$ cat config.mk
export PLATFORM = sky130hd
export DESIGN_NAME = axi_stream_strip_header
export DESIGN_NICKNAME = d
export VERILOG_FILES = /design/src/rtl/axi_stream_strip_header.sv
export SDC_FILE = /design/constraint.sdc
export NUM_CORES = 1
export LEC_CHECK = 0
export ABC_AREA = 1
export BUFFER_PORTS_ARGS = -buffer_cell sky130_fd_sc_hd__buf_2
export CAP_MARGIN = 20
export CORE_MARGIN = 1
export CORE_UTILIZATION = 48
export CTS_BUF_LIST = sky130_fd_sc_hd__clkbuf_4
export CTS_CLUSTER_DIAMETER = 120
export DETAILED_ROUTE_END_ITERATION = 10
export PLACE_DENSITY = 0.72
export SLEW_MARGIN = 15
export SYNTH_ARGS = -nofsm -noshare
export SYNTH_HDL_FRONTEND = slang
export SYNTH_SLANG_ARGS = --single-unit
$ cat constraint.sdc
create_clock -name clk -period 3.3 [get_ports clk]
set_clock_uncertainty 0.15 [all_clocks]
set_input_delay 0.165 -clock clk [delete_from_list [all_inputs] [get_ports clk]]
set_output_delay 0.165 -clock clk [all_outputs]
set_load 0.03 [all_outputs]
$ cat src/rtl/axi_stream_strip_header.sv
// Removes a 1..DATA_BYTE_WD byte header from each AXI-Stream packet, re-aligns the
// remaining payload onto full MSB-aligned beats and emits the header as one beat.
module axi_stream_strip_header #(
    parameter int DATA_WD      = 32,
    parameter int DATA_BYTE_WD = DATA_WD / 8,
    parameter int BYTE_CNT_WD  = $clog2(DATA_BYTE_WD)
) (
    input  logic                    clk,
    input  logic                    rst_n,
    input  logic                    valid_in,
    input  logic [DATA_WD-1:0]      data_in,
    input  logic [DATA_BYTE_WD-1:0] keep_in,
    input  logic                    last_in,
    output logic                    ready_in,
    output logic                    valid_out,
    output logic [DATA_WD-1:0]      data_out,
    output logic [DATA_BYTE_WD-1:0] keep_out,
    output logic                    last_out,
    input  logic                    ready_out,
    input  logic                    valid_strip,
    input  logic [BYTE_CNT_WD-1:0]  byte_strip_cnt,
    output logic                    ready_strip,
    output logic                    valid_hdr,
    output logic [DATA_WD-1:0]      data_hdr,
    output logic [DATA_BYTE_WD-1:0] keep_hdr,
    input  logic                    ready_hdr,
    output logic                    err_short
);

    // Byte counts reach (DATA_BYTE_WD-1)+DATA_BYTE_WD when a last beat overflows the carry.
    localparam int CW = BYTE_CNT_WD + 2;
    localparam logic [CW-1:0]           NB_C     = CW'(DATA_BYTE_WD);
    localparam logic [CW-1:0]           ONE_C    = CW'(1);
    localparam logic [DATA_BYTE_WD-1:0] ALL_KEEP = '1;

    typedef enum logic [1:0] {IDLE, FIRST, BODY, FLUSH} state_t;

    state_t                  state;
    state_t                  state_nxt;
    logic [BYTE_CNT_WD-1:0]  cnt_r;
    logic [DATA_WD-1:0]      carry_r;
    logic [DATA_BYTE_WD-1:0] carry_keep_r;

    logic [CW-1:0]      n_bytes;
    logic [CW-1:0]      c_bytes;
    logic [CW-1:0]      k_bytes;
    logic [CW-1:0]      total;
    logic [CW+2:0]      sh_n;
    logic [CW+2:0]      sh_c;
    logic [DATA_WD-1:0] data_m;
    logic               accept;
    logic               strip_acc;
    logic               pay_free;
    logic               hdr_free;

    function automatic logic [DATA_WD-1:0] byte_mask(input logic [DATA_BYTE_WD-1:0] keep);
        logic [DATA_WD-1:0] m;
        m = '0;
        for (int i = 0; i < DATA_BYTE_WD; i++) begin
            m[i*8 +: 8] = {8{keep[i]}};
        end
        return m;
    endfunction

    function automatic logic [CW-1:0] byte_count(input logic [DATA_BYTE_WD-1:0] keep);
        logic [CW-1:0] cnt;
        cnt = '0;
        for (int i = 0; i < DATA_BYTE_WD; i++) begin
            cnt = cnt + CW'(keep[i]);
        end
        return cnt;
    endfunction

    function automatic logic [DATA_BYTE_WD-1:0] keep_msb(input logic [CW-1:0] cnt);
        return ~(ALL_KEEP >> cnt);
    endfunction

    // n header bytes, c = DATA_BYTE_WD-n carried bytes, k valid bytes on this beat
    assign n_bytes   = CW'(cnt_r) + ONE_C;
    assign c_bytes   = NB_C - n_bytes;
    assign k_bytes   = byte_count(keep_in);
    assign total     = c_bytes + k_bytes;
    assign sh_n      = {n_bytes, 3'b000};
    assign sh_c      = {c_bytes, 3'b000};
    assign data_m    = data_in & byte_mask(keep_in);
    assign pay_free  = !valid_out || ready_out;
    assign hdr_free  = !valid_hdr || ready_hdr;
    assign accept    = valid_in && ready_in;
    assign strip_acc = valid_strip && ready_strip;

    always_ff @(posedge clk or negedge rst_n) begin
        if (!rst_n) begin
            state <= IDLE;
        end else begin
            state <= state_nxt;
        end
    end

    always_comb begin
        state_nxt = state;
        case (state)
            IDLE:  if (strip_acc) state_nxt = FIRST;
            FIRST: if (accept) state_nxt = last_in ? IDLE : BODY;
            BODY:  if (accept && last_in) state_nxt = (total > NB_C) ? FLUSH : IDLE;
            FLUSH: if (pay_free) state_nxt = IDLE;
            default: state_nxt = IDLE;
        endcase
    end

    // A single-beat packet may load both output registers, so FIRST waits for both to be free.
    always_comb begin
        ready_in    = 1'b0;
        ready_strip = 1'b0;
        case (state)
            IDLE:    ready_strip = rst_n;
            FIRST:   ready_in    = hdr_free && pay_free;
            BODY:    ready_in    = pay_free;
            default: ready_in    = 1'b0;
        endcase
    end

    always_ff @(posedge clk or negedge rst_n) begin
        if (!rst_n) begin
            cnt_r        <= '0;
            carry_r      <= '0;
            carry_keep_r <= '0;
            valid_out    <= 1'b0;
            data_out     <= '0;
            keep_out     <= '0;
            last_out     <= 1'b0;
            valid_hdr    <= 1'b0;
            data_hdr     <= '0;
            keep_hdr     <= '0;
            err_short    <= 1'b0;
        end else begin
            err_short <= 1'b0;
            if (ready_hdr) valid_hdr <= 1'b0;
            if (ready_out) valid_out <= 1'b0;
            if (strip_acc) cnt_r <= byte_strip_cnt;

            // FIRST: split the beat into header and carried remainder
            if (state == FIRST && accept) begin
                carry_r      <= data_m << sh_n;
                carry_keep_r <= keep_in << n_bytes;
                if (last_in && (k_bytes < n_bytes)) begin
                    err_short <= 1'b1;
                end else begin
                    valid_hdr <= 1'b1;
                    data_hdr  <= data_m >> sh_c;
                    keep_hdr  <= ALL_KEEP >> c_bytes;
                    if (last_in && (k_bytes > n_bytes)) begin
                        valid_out <= 1'b1;
                        data_out  <= data_m << sh_n;
                        keep_out  <= keep_in << n_bytes;
                        last_out  <= 1'b1;
                    end
                end
            end

            // BODY: carried bytes followed by the leading bytes of the new beat
            if (state == BODY && accept) begin
                valid_out    <= 1'b1;
                data_out     <= carry_r | (data_m >> sh_c);
                carry_r      <= data_m << sh_n;
                carry_keep_r <= keep_in << n_bytes;
                if (last_in && (total <= NB_C)) begin
                    keep_out <= keep_msb(total);
                    last_out <= 1'b1;
                end else begin
                    keep_out <= ALL_KEEP;
                    last_out <= 1'b0;
                end
            end

            // FLUSH: residual bytes of an overflowing last beat
            if (state == FLUSH && pay_free) begin
                valid_out <= 1'b1;
                data_out  <= carry_r;
                keep_out  <= carry_keep_r;
                last_out  <= 1'b1;
            end
        end
    end

endmodule

==> flow_summary.json, run 1 <==
{
  "fillerInstances": 1249,
  "wl_per_cell_um": 16.9,
  "slew_viol_final": 0,
  "grt_max_degree": 66,
  "drtAntennaViolNets": 0,
  "fmax_mhz": 320,
  "die_area_mm2": 0.0143,
  "start_util_pct": 49.7,
  "yosysWarnings": 0,
  "status": "complete, no violations",
  "hold_viol_final": 0,
  "die_w_um": 120,
  "syn_inst": 888,
  "grt_pass1_vias": 6370,
  "finalSetupViolCount": 0,
  "ctsLongestPathBuffers": 2,
  "yosysSeqAreaShare_pct": 43.8,
  "reg2reg_depth": 13,
  "peakVddDrop_uv": 499,
  "via_count": 6617,
  "ys_types": 34,
  "antenna_found_initial": 0,
  "gp_congestion": 0.982,
  "regArea_mm2": 0.00290,
  "drt_first_pass_iters": 7,
  "holdPathStages": 5,
  "drt-initial-drc-count": 676,
  "layout-drive-gt1-share_pct": 20.0,
  "cp.arrival_ns": 3.49,
  "clk_latency_ns": 0.58,
  "max-cap-violations": 0,
  "period_needed_ns": 3.13,
  "synth_seq_cells": 116,
  "slew_headroom_pct": 43.2,
  "pin_count": 123,
  "power.density_mw_per_mm2": 1000,
  "tightest_slew_ns": 0.852,
  "syn_avg_cell_area_um2": 7.47,
  "cp_data_required_time_ns": 3.67,
  "core_area_mm2": 0.0133,
  "cts_tree": "yes",
  "cts_buffers": 17,
  "syn-num-nets": 949,
  "grt_setup_unrepaired": "false",
  "n_antenna_cell": 0,
  "wl_mm": 20.8,
  "finalCritPeriodShare_pct": 94.7,
  "cts_root_buf": "clkbuf_4",
  "area_growth_pct": 22.0,
  "finalSetupTns_ns": 0,
  "leakage_uw": 0.00437,
  "grt_usage_pct": 30.7,
  "drc": 0,
  "dp_hpwl_mm": 14.7,
  "end_kind": "register",
  "critPathKind": "in2reg",
  "vias_per_cell": 5.37,
  "cts.repair.resized": 0,
  "die_h_um": 120,
  "critPathLaunchType": "primary input",
  "h-tree-depth": 4,
  "grt_overflow_total": 0,
  "num_rows": 42,
  "grt_pass1_wl_mm": 32.9,
  "layout_setup_ws_ns": 0.174,
  "portBuffers": 122,
  "critPathMaxFanout": 14,
  "postLayoutCoreUtil_pct": 60.6,
  "synth_area_mm2": 0.00663,
  "clk_pin_slew_ns": 0.10,
  "multiInputGateArea_mm2": 0.00319,
  "nets": 1105,
  "pre_cts_ws_ns": 0.279,
  "worst_hold_path_type": "in2reg",
  "cts.sinks": 116
}
-- state kept, by name, indices dropped and copies added (netlist names) --
| name | count |
|---|---|
| last_out | 1 |
| keep_out | 4 |
| keep_hdr | 4 |
| state | 2 |
| valid_hdr | 1 |
| carry_keep_r | 4 |
| data_out | 32 |
| data_hdr | 32 |
| cnt_r | 2 |
| carry_r | 32 |
| valid_out | 1 |
| err_short | 1 |
-- final cells by class --
type                            instances  area share (%)
Inverter                               70            3.28
Tap cell                              176            2.72
Clock inverter                         14            2.06
Clock buffer                           18            1.67
Multi-Input combinational cell        656            39.4
Timing Repair Buffer                  183            15.1
Sequential cell                       116            35.9
-- cell usage after synthesis (all sizes together) --
cell type,n,area [um2]
xnor2,1,8.76
nand4,2,42.5
o21bai,3,22.5
fa,2,40.0
a21boi,1,18.8
o22ai,1,6.26
inv,70,265
a22oi,1,7.51
a21o,2,15.0
nand3,83,440
o21ai,122,671
a31oi,7,43.8
ha,14,175
nor2,71,304
nand2,316,1220
a21oi,17,85.1
o211ai,3,22.5
or2,7,43.8
o21a,2,15.0
nor3,1,5.00
buf,38,249
clkbuf,8,30.0
dfrtp,116,2900
-- worst paths after layout --
check / from / to / slack [ns]
min in group asynchronous: rst_n / state[0] / 0.16
setup reg to reg: cnt_r[1] / state[1] / 0.51
max in group asynchronous: rst_n / data_hdr[10] / 2.20
hold / removal: data_in[20] / data_hdr[12] / 0.04
setup / recovery: keep_in[3] / valid_hdr / 0.17
hold reg to reg: data_out[17] / data_out[17] / 0.34
-- kinds of logic (layout without fill, tap and decap cells) --
family	count (synthesis)	in the layout	share of synthesized area [%]
AO/OA/AOI/OAI	159	159	13.7
XOR/XNOR	1	1	0.132
adder cells (fa/ha/maj)	16	16	3.24
buffers and inverters	116	285	8.21
flip-flops	116	116	43.8
AND/OR/NAND/NOR	480	480	31.0
-- critical path: stages --
cell	delay [ns]
dlygate4sd3_1	0.53
buf_2	0.12
inv_1	0.06
fa_1	0.48
inv_1	0.04
ha_1	0.19
ha_1	0.32
ha_1	0.28
inv_1	0.04
o21bai_1	0.12
nand2_1	0.08
nand3_1	0.16
nand3_4	0.21
nand2_1	0.12
dlygate4sd3_1	0.55
-- routing by layer --
| layer | track usage [%] | routed length (um) |
|---|---|---|
| met3 | 6.99 | 1460 |
| met2 | 48.9 | 9690 |
| met5 | 0 | 0 |
| met4 | 15.4 | 942 |
| met1 | 39.2 | 8720 |
-- stage by stage --
| step | cell area (um2) | hold WS [ns] | std cells | total power (uW) |
|---|---|---|---|---|
| 2_1_floorplan | 6630 | -0.281 | 888 | 5460 |
| 3_3_place_gp | 7350 | 0.242 | 1157 | 6810 |
| 3_5_place_dp | 7350 | 0.243 | 1157 | 6850 |
| 4_1_cts | 8090 | 0.00800 | 1233 | 8070 |
| 5_1_grt | 8090 | 0.0515 | 1233 | 8650 |
| 6_report | 8090 | 0.0411 | 1233 | 8110 |
-- layout by cell type, fill, tap and decap left out, types with 17 or more instances in the layout --
| cell | Yosys | layout |
|---|---|---|
| nand2_1 | 309 | 309 |
| buf_2 | 25 | 121 |
| dfrtp_1 | 116 | 116 |
| nand3_1 | 81 | 81 |
| o21ai_0 | 80 | 80 |
| nor2_1 | 67 | 67 |
| inv_1 | 64 | 64 |
| dlygate4sd3_1 | 0 | 44 |
| o21ai_1 | 26 | 26 |
| clkbuf_4 | 0 | 18 |
| a21oi_1 | 17 | 17 |
-- what timing repair did --
action,4_1_cts,5_1_grt
buffers inserted,0,0
hold endpoints to repair,194,0
hold buffers,44,0
-- where the power goes --
part / leakage (uW) / switching [uW] / internal, uW
combinational: 0.00268 / 3360 / 1350
clock: 0.000163 / 555 / 590
sequential: 0.00153 / 280 / 1980
total: 0.00437 / 4190 / 3920
No activity file was read; power rests on OpenSTA's default activity.
==> inputs of run 2 (changes only) <==
--- a/config.mk
+++ b/config.mk
@@ -5,7 +5,6 @@
 export SDC_FILE = /design/constraint.sdc
 export NUM_CORES = 1
 export LEC_CHECK = 0
-export ABC_AREA = 1
 export BUFFER_PORTS_ARGS = -buffer_cell sky130_fd_sc_hd__buf_2
 export CAP_MARGIN = 20
 export CORE_MARGIN = 1
@@ -13,7 +12,7 @@
 export CTS_BUF_LIST = sky130_fd_sc_hd__clkbuf_4
 export CTS_CLUSTER_DIAMETER = 120
 export DETAILED_ROUTE_END_ITERATION = 10
-export PLACE_DENSITY = 0.72
+export PLACE_DENSITY = 0.73
 export SLEW_MARGIN = 15
 export SYNTH_ARGS = -nofsm -noshare
 export SYNTH_HDL_FRONTEND = slang
==> run 2 against run 1 <==
Net effect: the flow now finishes with violations (hold timing); via count shrank 8.0%; flip-flop and latch count is the same; synthesized area shrank 3.4%; combinational power grew 6.4%; register-to-register slack lost 0.30 ns; design area shrank 1.6%; routed wire length shrank 3.0%; synthesized cell count shrank 24%; count of clock-buffer cells in the layout grew 1; die area shrank 3.3%; utilization grew 1.5 points.
==> flow_summary.json, run 2 <==
{
  "status": "finished, violations left",
  "violations": "hold timing",
  "drtAntennaViolNets": 0,
  "yosysWarnings": 0,
  "grt_pass1_wl_mm": 32.6,
  "pre_cts_ws_ns": -0.0681,
  "synth-main-ff-cell": "dfrtp_1",
  "n_antenna_cell": 0,
  "core_area_mm2": 0.0128,
  "drc": 0,
  "drt_first_pass_iters": 5,
  "yosysSeqAreaShare_pct": 45.3,
  "synth_seq_cells": 116,
  "layout-drive-gt1-share_pct": 28.6,
  "start_util_pct": 50.0,
  "grt_pass1_vias": 6129,
  "grt_setup_unrepaired": "false",
  "end_kind": "register",
  "via_count": 6086,
  "leakage_uw": 0.00373,
  "cp_cell_sequence": "clkinv_1 -> ha_1 -> clkinv_1 -> ha_1 -> nor2b_4 -> o211ai_1 -> a311o_2 -> buf_12 -> mux2_2",
  "cts_buffers": 17,
  "hold_viol_final": 1,
  "power.density_mw_per_mm2": 1080,
  "wl_per_cell_um": 20.0,
  "postLayoutCoreUtil_pct": 62.1,
  "holdWs_ns": -0.00149,
  "synth_area_mm2": 0.00641,
  "final_cell_mix": "nand2_1, buf_2, dfrtp_1",
  "h-tree-depth": 4,
  "grt_overflow_total": 0,
  "reg_top3": "carry_r x32, data_hdr x32, data_out x32",
  "yosys.area.top_type": "dfrtp_1",
  "ctsLongestPathBuffers": 2,
  "synth_most_common_cell": "nand2_1",
  "ys_types": 56,
  "slowest_delay_ns": 0.40,
  "dp_hpwl_mm": 14.5,
  "die_w_um": 118,
  "pin_count": 123,
  "wl_mm": 20.2,
  "area_growth_pct": 24.3,
  "drt-initial-drc-count": 556,
  "peakVddDrop_uv": 468,
  "tightest_slew_ns": 0.774,
  "critPathLaunchType": "register",
  "layout_commonest_cell": "nand2_1",
  "layout_setup_ws_ns": 0.213,
  "period_needed_ns": 3.09,
  "die_h_um": 118,
  "die_area_mm2": 0.0138,
  "fmax_mhz": 324,
  "cts_root_buf": "clkbuf_4",
  "cp.arrival_ns": 3.38,
  "num_rows": 41,
  "slew_headroom_pct": 48.2,
  "finalSetupViolCount": 0,
  "portBuffers": 122,
  "yosys-top-cells-area": "dfrtp_1, mux2_2, nand2_1",
  "nets": 885,
  "slowest_stage": "o211ai_1",
  "syn_avg_cell_area_um2": 9.55,
  "syn_inst": 671,
  "grt_usage_pct": 30.6,
  "synth_common_cells": "nand2_1, dfrtp_1, mux2_2",
  "critPathMaxFanout": 23,
  "worst_hold_path_type": "in2async",
  "antenna_found_initial": 0,
  "max-cap-violations": 0,
  "grt_max_degree": 74,
  "synth_top_area_share_pct": 45.3,
  "clk_latency_ns": 0.57,
  "clk_pin_slew_ns": 0.10,
  "gp_congestion": 0.945,
  "cts.sinks": 116,
  "finalCritPeriodShare_pct": 93.6,
  "cp_data_required_time_ns": 3.59,
  "vias_per_cell": 6.03,
  "synth_edf_count": 0,
  "cts_tree": "yes",
  "ys_async_sr_fraction_pct": 100,
  "critPathKind": "reg2reg",
  "syn-num-nets": 732,
  "slew_viol_final": 0
}
[run 2: kinds of logic (layout without fill, tap and decap cells)]
group,count (synthesis),after routing,synth area share [%]
AO/OA/AOI/OAI,187,187,20.1
XOR/XNOR,2,2,0.273
adder cells (fa/ha/maj),16,16,3.36
buffers and inverters,63,229,4.55
flip-flops,116,116,45.3
multiplexers,63,63,10.9
AND/OR/NAND/NOR,224,224,15.6
[run 2: cell type report]
class / instances / area [um2]
Fill cell: 1104 / 4860
Multi-Input combinational cell: 492 / 3260
Sequential cell: 116 / 2900
Timing Repair Buffer: 182 / 1230
Tap cell: 172 / 215
Clock inverter: 13 / 164
Clock buffer: 19 / 143
Inverter: 15 / 57.6
[run 2: path summary, 6_finish.rpt]
| check | from | end | slack, ns | cells after the start |
|---|---|---|---|---|
| setup / recovery | cnt_r[0] | data_hdr[1] | 0.21 | 9 |
| hold / removal | rst_n | data_out[18] | -0.001 | 2 |
| setup reg to reg | cnt_r[0] | data_hdr[1] | 0.21 | 9 |
| hold reg to reg | keep_hdr[0] | keep_hdr[0] | 0.32 | 1 |
| max in group asynchronous | rst_n | data_out[26] | 2.20 | 3 |
| min in group clk | data_in[17] | data_out[17] | 0.06 | 6 |
[run 2: metrics by stage]
stage | power, uW | instances | TNS, ns | cell area, um2
3_3_place_gp | 7220 | 941 | 0 | 7300
3_5_place_dp | 7360 | 941 | -1.22 | 7300
2_1_floorplan | 5850 | 671 | 0 | 6450
6_report | 8600 | 1009 | 0 | 7970
5_1_grt | 9110 | 1009 | 0 | 7970
4_1_cts | 8570 | 1009 | 0 | 7970
[run 2: repair_timing]
item,in CTS,in global routing
hold endpoints to repair,177,0
endpoints found under the setup margin,0,6
resized for setup,0,0
setup buffers,0,0
hold buffers,36,0
[run 2: where the power goes]
| group | internal [uW] | total, uW | switching, uW | leakage (uW) |
|---|---|---|---|---|
| logic | 1750 | 5010 | 3260 | 0.00208 |
| registers | 2070 | 2440 | 367 | 0.00148 |
| clock network | 602 | 1140 | 540 | 0.000160 |
| total | 4430 | 8600 | 4170 | 0.00373 |
[run 2: worst max-delay path, delay by kind of cell (launching register included)]
family | cells | cell delay [ns]
AO/OA/AOI/OAI | 2 | 0.74
AND/OR/NAND/NOR | 1 | 0.14
multiplexers | 1 | 0.35
buffers and inverters | 3 | 0.49
adder cells (fa/ha/maj) | 2 | 0.72
flip-flops | 1 | 0.37
[run 2: layer usage]
metal | track usage (%) | part of all wire, % | up-vias | wire length [um]
li1 | - | - | 2755 | -
met1 | 40.3 | 43 | 2990 | 8620
met2 | 46.8 | 46 | 279 | 9190
met3 | 7.12 | 7.4 | 62 | 1490
met4 | 16.7 | 4.4 | 0 | 890
met5 | 0 | 0 | - | 0
==> inputs of run 3 (changes only) <==
--- a/config.mk
+++ b/config.mk
@@ -9,7 +9,6 @@
 export CAP_MARGIN = 20
 export CORE_MARGIN = 1
 export CORE_UTILIZATION = 48
-export CTS_BUF_LIST = sky130_fd_sc_hd__clkbuf_4
 export CTS_CLUSTER_DIAMETER = 120
 export DETAILED_ROUTE_END_ITERATION = 10
 export PLACE_DENSITY = 0.73
==> run 3 against run 2 <==
Net effect: the flow now finishes without violations; worst hold slack gained 0.015 ns; final cell count shrank 1.1%; routed wire length grew 1.3%; via count grew 0.59%; combinational power grew 0.8%; global-route usage grew 0.26 points; critical path depth is the same; worst setup slack lost 0.030 ns; sequential power is essentially flat; largest cell class unchanged; highest routed layer unchanged.
==> flow_summary.json, run 3 (synthesis results as in run 2) <==
{
  "drc": 0,
  "slowest_delay_ns": 0.42,
  "finalSetupTns_ns": 0,
  "cp_cell_sequence": "clkinv_1 -> ha_1 -> clkinvlp_4 -> ha_1 -> nor2b_4 -> o211ai_1 -> a311o_2 -> buf_12 -> mux2_2",
  "cp_common_cell": "ha_1",
  "tightest_slew_ns": 0.814,
  "seqPwrFrac_pct": 25.8,
  "cts.sinks": 116,
  "dpl_cell_area_mm2": 0.00730,
  "grt_usage_pct": 30.9,
  "core_area_mm2": 0.0128,
  "cts_buffers": 17,
  "slowest_stage": "o211ai_1",
  "layout-drive-gt1-share_pct": 29.5,
  "combPwrFrac_pct": 53.1,
  "nets": 874,
  "via_count": 6122,
  "pre_cts_ws_ns": -0.0681,
  "finalCritPeriodShare_pct": 94.5,
  "cp_data_required_time_ns": 3.46,
  "pin_count": 123,
  "hold_viol_final": 0,
  "gp_congestion": 0.945,
  "die_h_um": 118,
  "intPower_uw": 5200,
  "cp.arrival_ns": 3.27,
  "start_util_pct": 50.0,
  "critPathLaunchType": "register",
  "grt_max_degree": 74,
  "layout_commonest_cell": "nand2_1",
  "grt_pass1_vias": 6181,
  "vias_per_cell": 6.13,
  "period_needed_ns": 3.12,
  "drtAntennaViolNets": 0,
  "dp_hpwl_mm": 14.5,
  "max-cap-violations": 0,
  "cp-startpoint": "cnt_r[0]",
  "grt_overflow_total": 0,
  "ctsLongestPathBuffers": 2,
  "leakage_uw": 0.00383,
  "fillerInstances": 1070,
  "cts_tree": "yes",
  "die_w_um": 118,
  "grt_pass1_wl_mm": 33.2,
  "multiInputGateArea_mm2": 0.00326,
  "wl_per_cell_um": 20.5,
  "critPathMaxFanout": 23,
  "h-tree-depth": 4,
  "num_rows": 41,
  "swShare_pct": 45.3,
  "p_clk_share_pct": 21.1,
  "reg_top3": "carry_r x32, data_hdr x32, data_out x32",
  "drt_first_pass_iters": 5,
  "cts_root_buf": "clkbuf_16",
  "regArea_mm2": 0.00290,
  "fmax_mhz": 321,
  "status": "complete, no violations",
  "postLayoutCoreUtil_pct": 63.9,
  "layout_setup_ws_ns": 0.182,
  "clk_pin_slew_ns": 0.06,
  "area_growth_pct": 27.9,
  "worst_hold_path_type": "in2reg",
  "clk_latency_ns": 0.43,
  "end_kind": "register",
  "wl_mm": 20.5,
  "slew_viol_final": 0,
  "slew_headroom_pct": 45.5,
  "final_area_mm2": 0.00820,
  "die_area_mm2": 0.0138,
  "min_from": "data_in[31]",
  "critPathKind": "reg2reg",
  "p_switching_uw": 4310,
  "finalSetupViolCount": 0,
  "grt_setup_unrepaired": "false",
  "drt-initial-drc-count": 479,
  "portBuffers": 122,
  "final_cell_mix": "nand2_1, buf_2, dfrtp_1",
  "regToRegStartpoint": "cnt_r[0]",
  "antenna_found_initial": 0,
  "peakVddDrop_uv": 487,
  "n_antenna_cell": 0,
  "power.density_mw_per_mm2": 1160
}
-- run 3: layout make-up --
class / count / area share (%)
multi-input combinational: 492 / 39.7
sequential: 116 / 35.4
clock inverter: 8 / 1.77
inverter: 15 / 0.748
timing repair buffer: 171 / 13.6
tap: 172 / 2.62
clock buffer: 24 / 6.12
-- run 3: per-stage QoR --
| step | hold slack [ns] | instances | total power (uW) |
|---|---|---|---|
| global placement | 0.0537 | 941 | 7220 |
| CTS | 0.00375 | 997 | 9460 |
| floorplan | -0.281 | 671 | 5850 |
| finish | 0.0140 | 998 | 9510 |
| detailed placement | 0.0561 | 941 | 7360 |
| global route | 0.0201 | 998 | 10000 |
-- run 3: path summary, 6_finish.rpt --
path | to | slack (ns) | cells after the start
hold / removal | data_out[31] | 0.01 | 3
setup reg to reg | data_hdr[1] | 0.18 | 9
hold reg to reg | keep_hdr[0] | 0.32 | 1
setup / recovery | data_hdr[1] | 0.18 | 9
max in group asynchronous | data_hdr[10] | 2.07 | 3
min in group asynchronous | data_out[18] | 0.14 | 2
-- run 3: layer usage --
metal	wire length (um)	GRT usage, %	vias up
met1	8620	41.1	3002
met4	764	16.7	0
li1	-	-	2729
met3	1590	6.10	60
met2	9480	47.5	331
met5	0	0	-
-- run 3: power groups by stage --
stage | registers (uW) | logic (uW) | clock network (uW)
floorplan | 3280 | 2570 | 0
global placement | 2430 | 4790 | 0
detailed placement | 2460 | 4900 | 0
CTS | 2450 | 4990 | 2020
global route | 2530 | 5410 | 2080
finish | 2450 | 5050 | 2010
-- run 3: timing repair --
action	in CTS	in global routing
resized for setup	0	1
hold endpoints to repair	72	0
setup endpoints to repair	0	25
buffers inserted	0	1
hold buffers	24	0
-- run 3: critical path: cells and delay by family, from the launching register on --
| kind | cells | cell delay [ns] |
|---|---|---|
| flops | 1 | 0.35 |
| mux | 1 | 0.35 |
| fa+ha+maj | 2 | 0.75 |
| buf+inv | 3 | 0.48 |
| simple gates | 1 | 0.14 |
| compound gates | 2 | 0.76 |
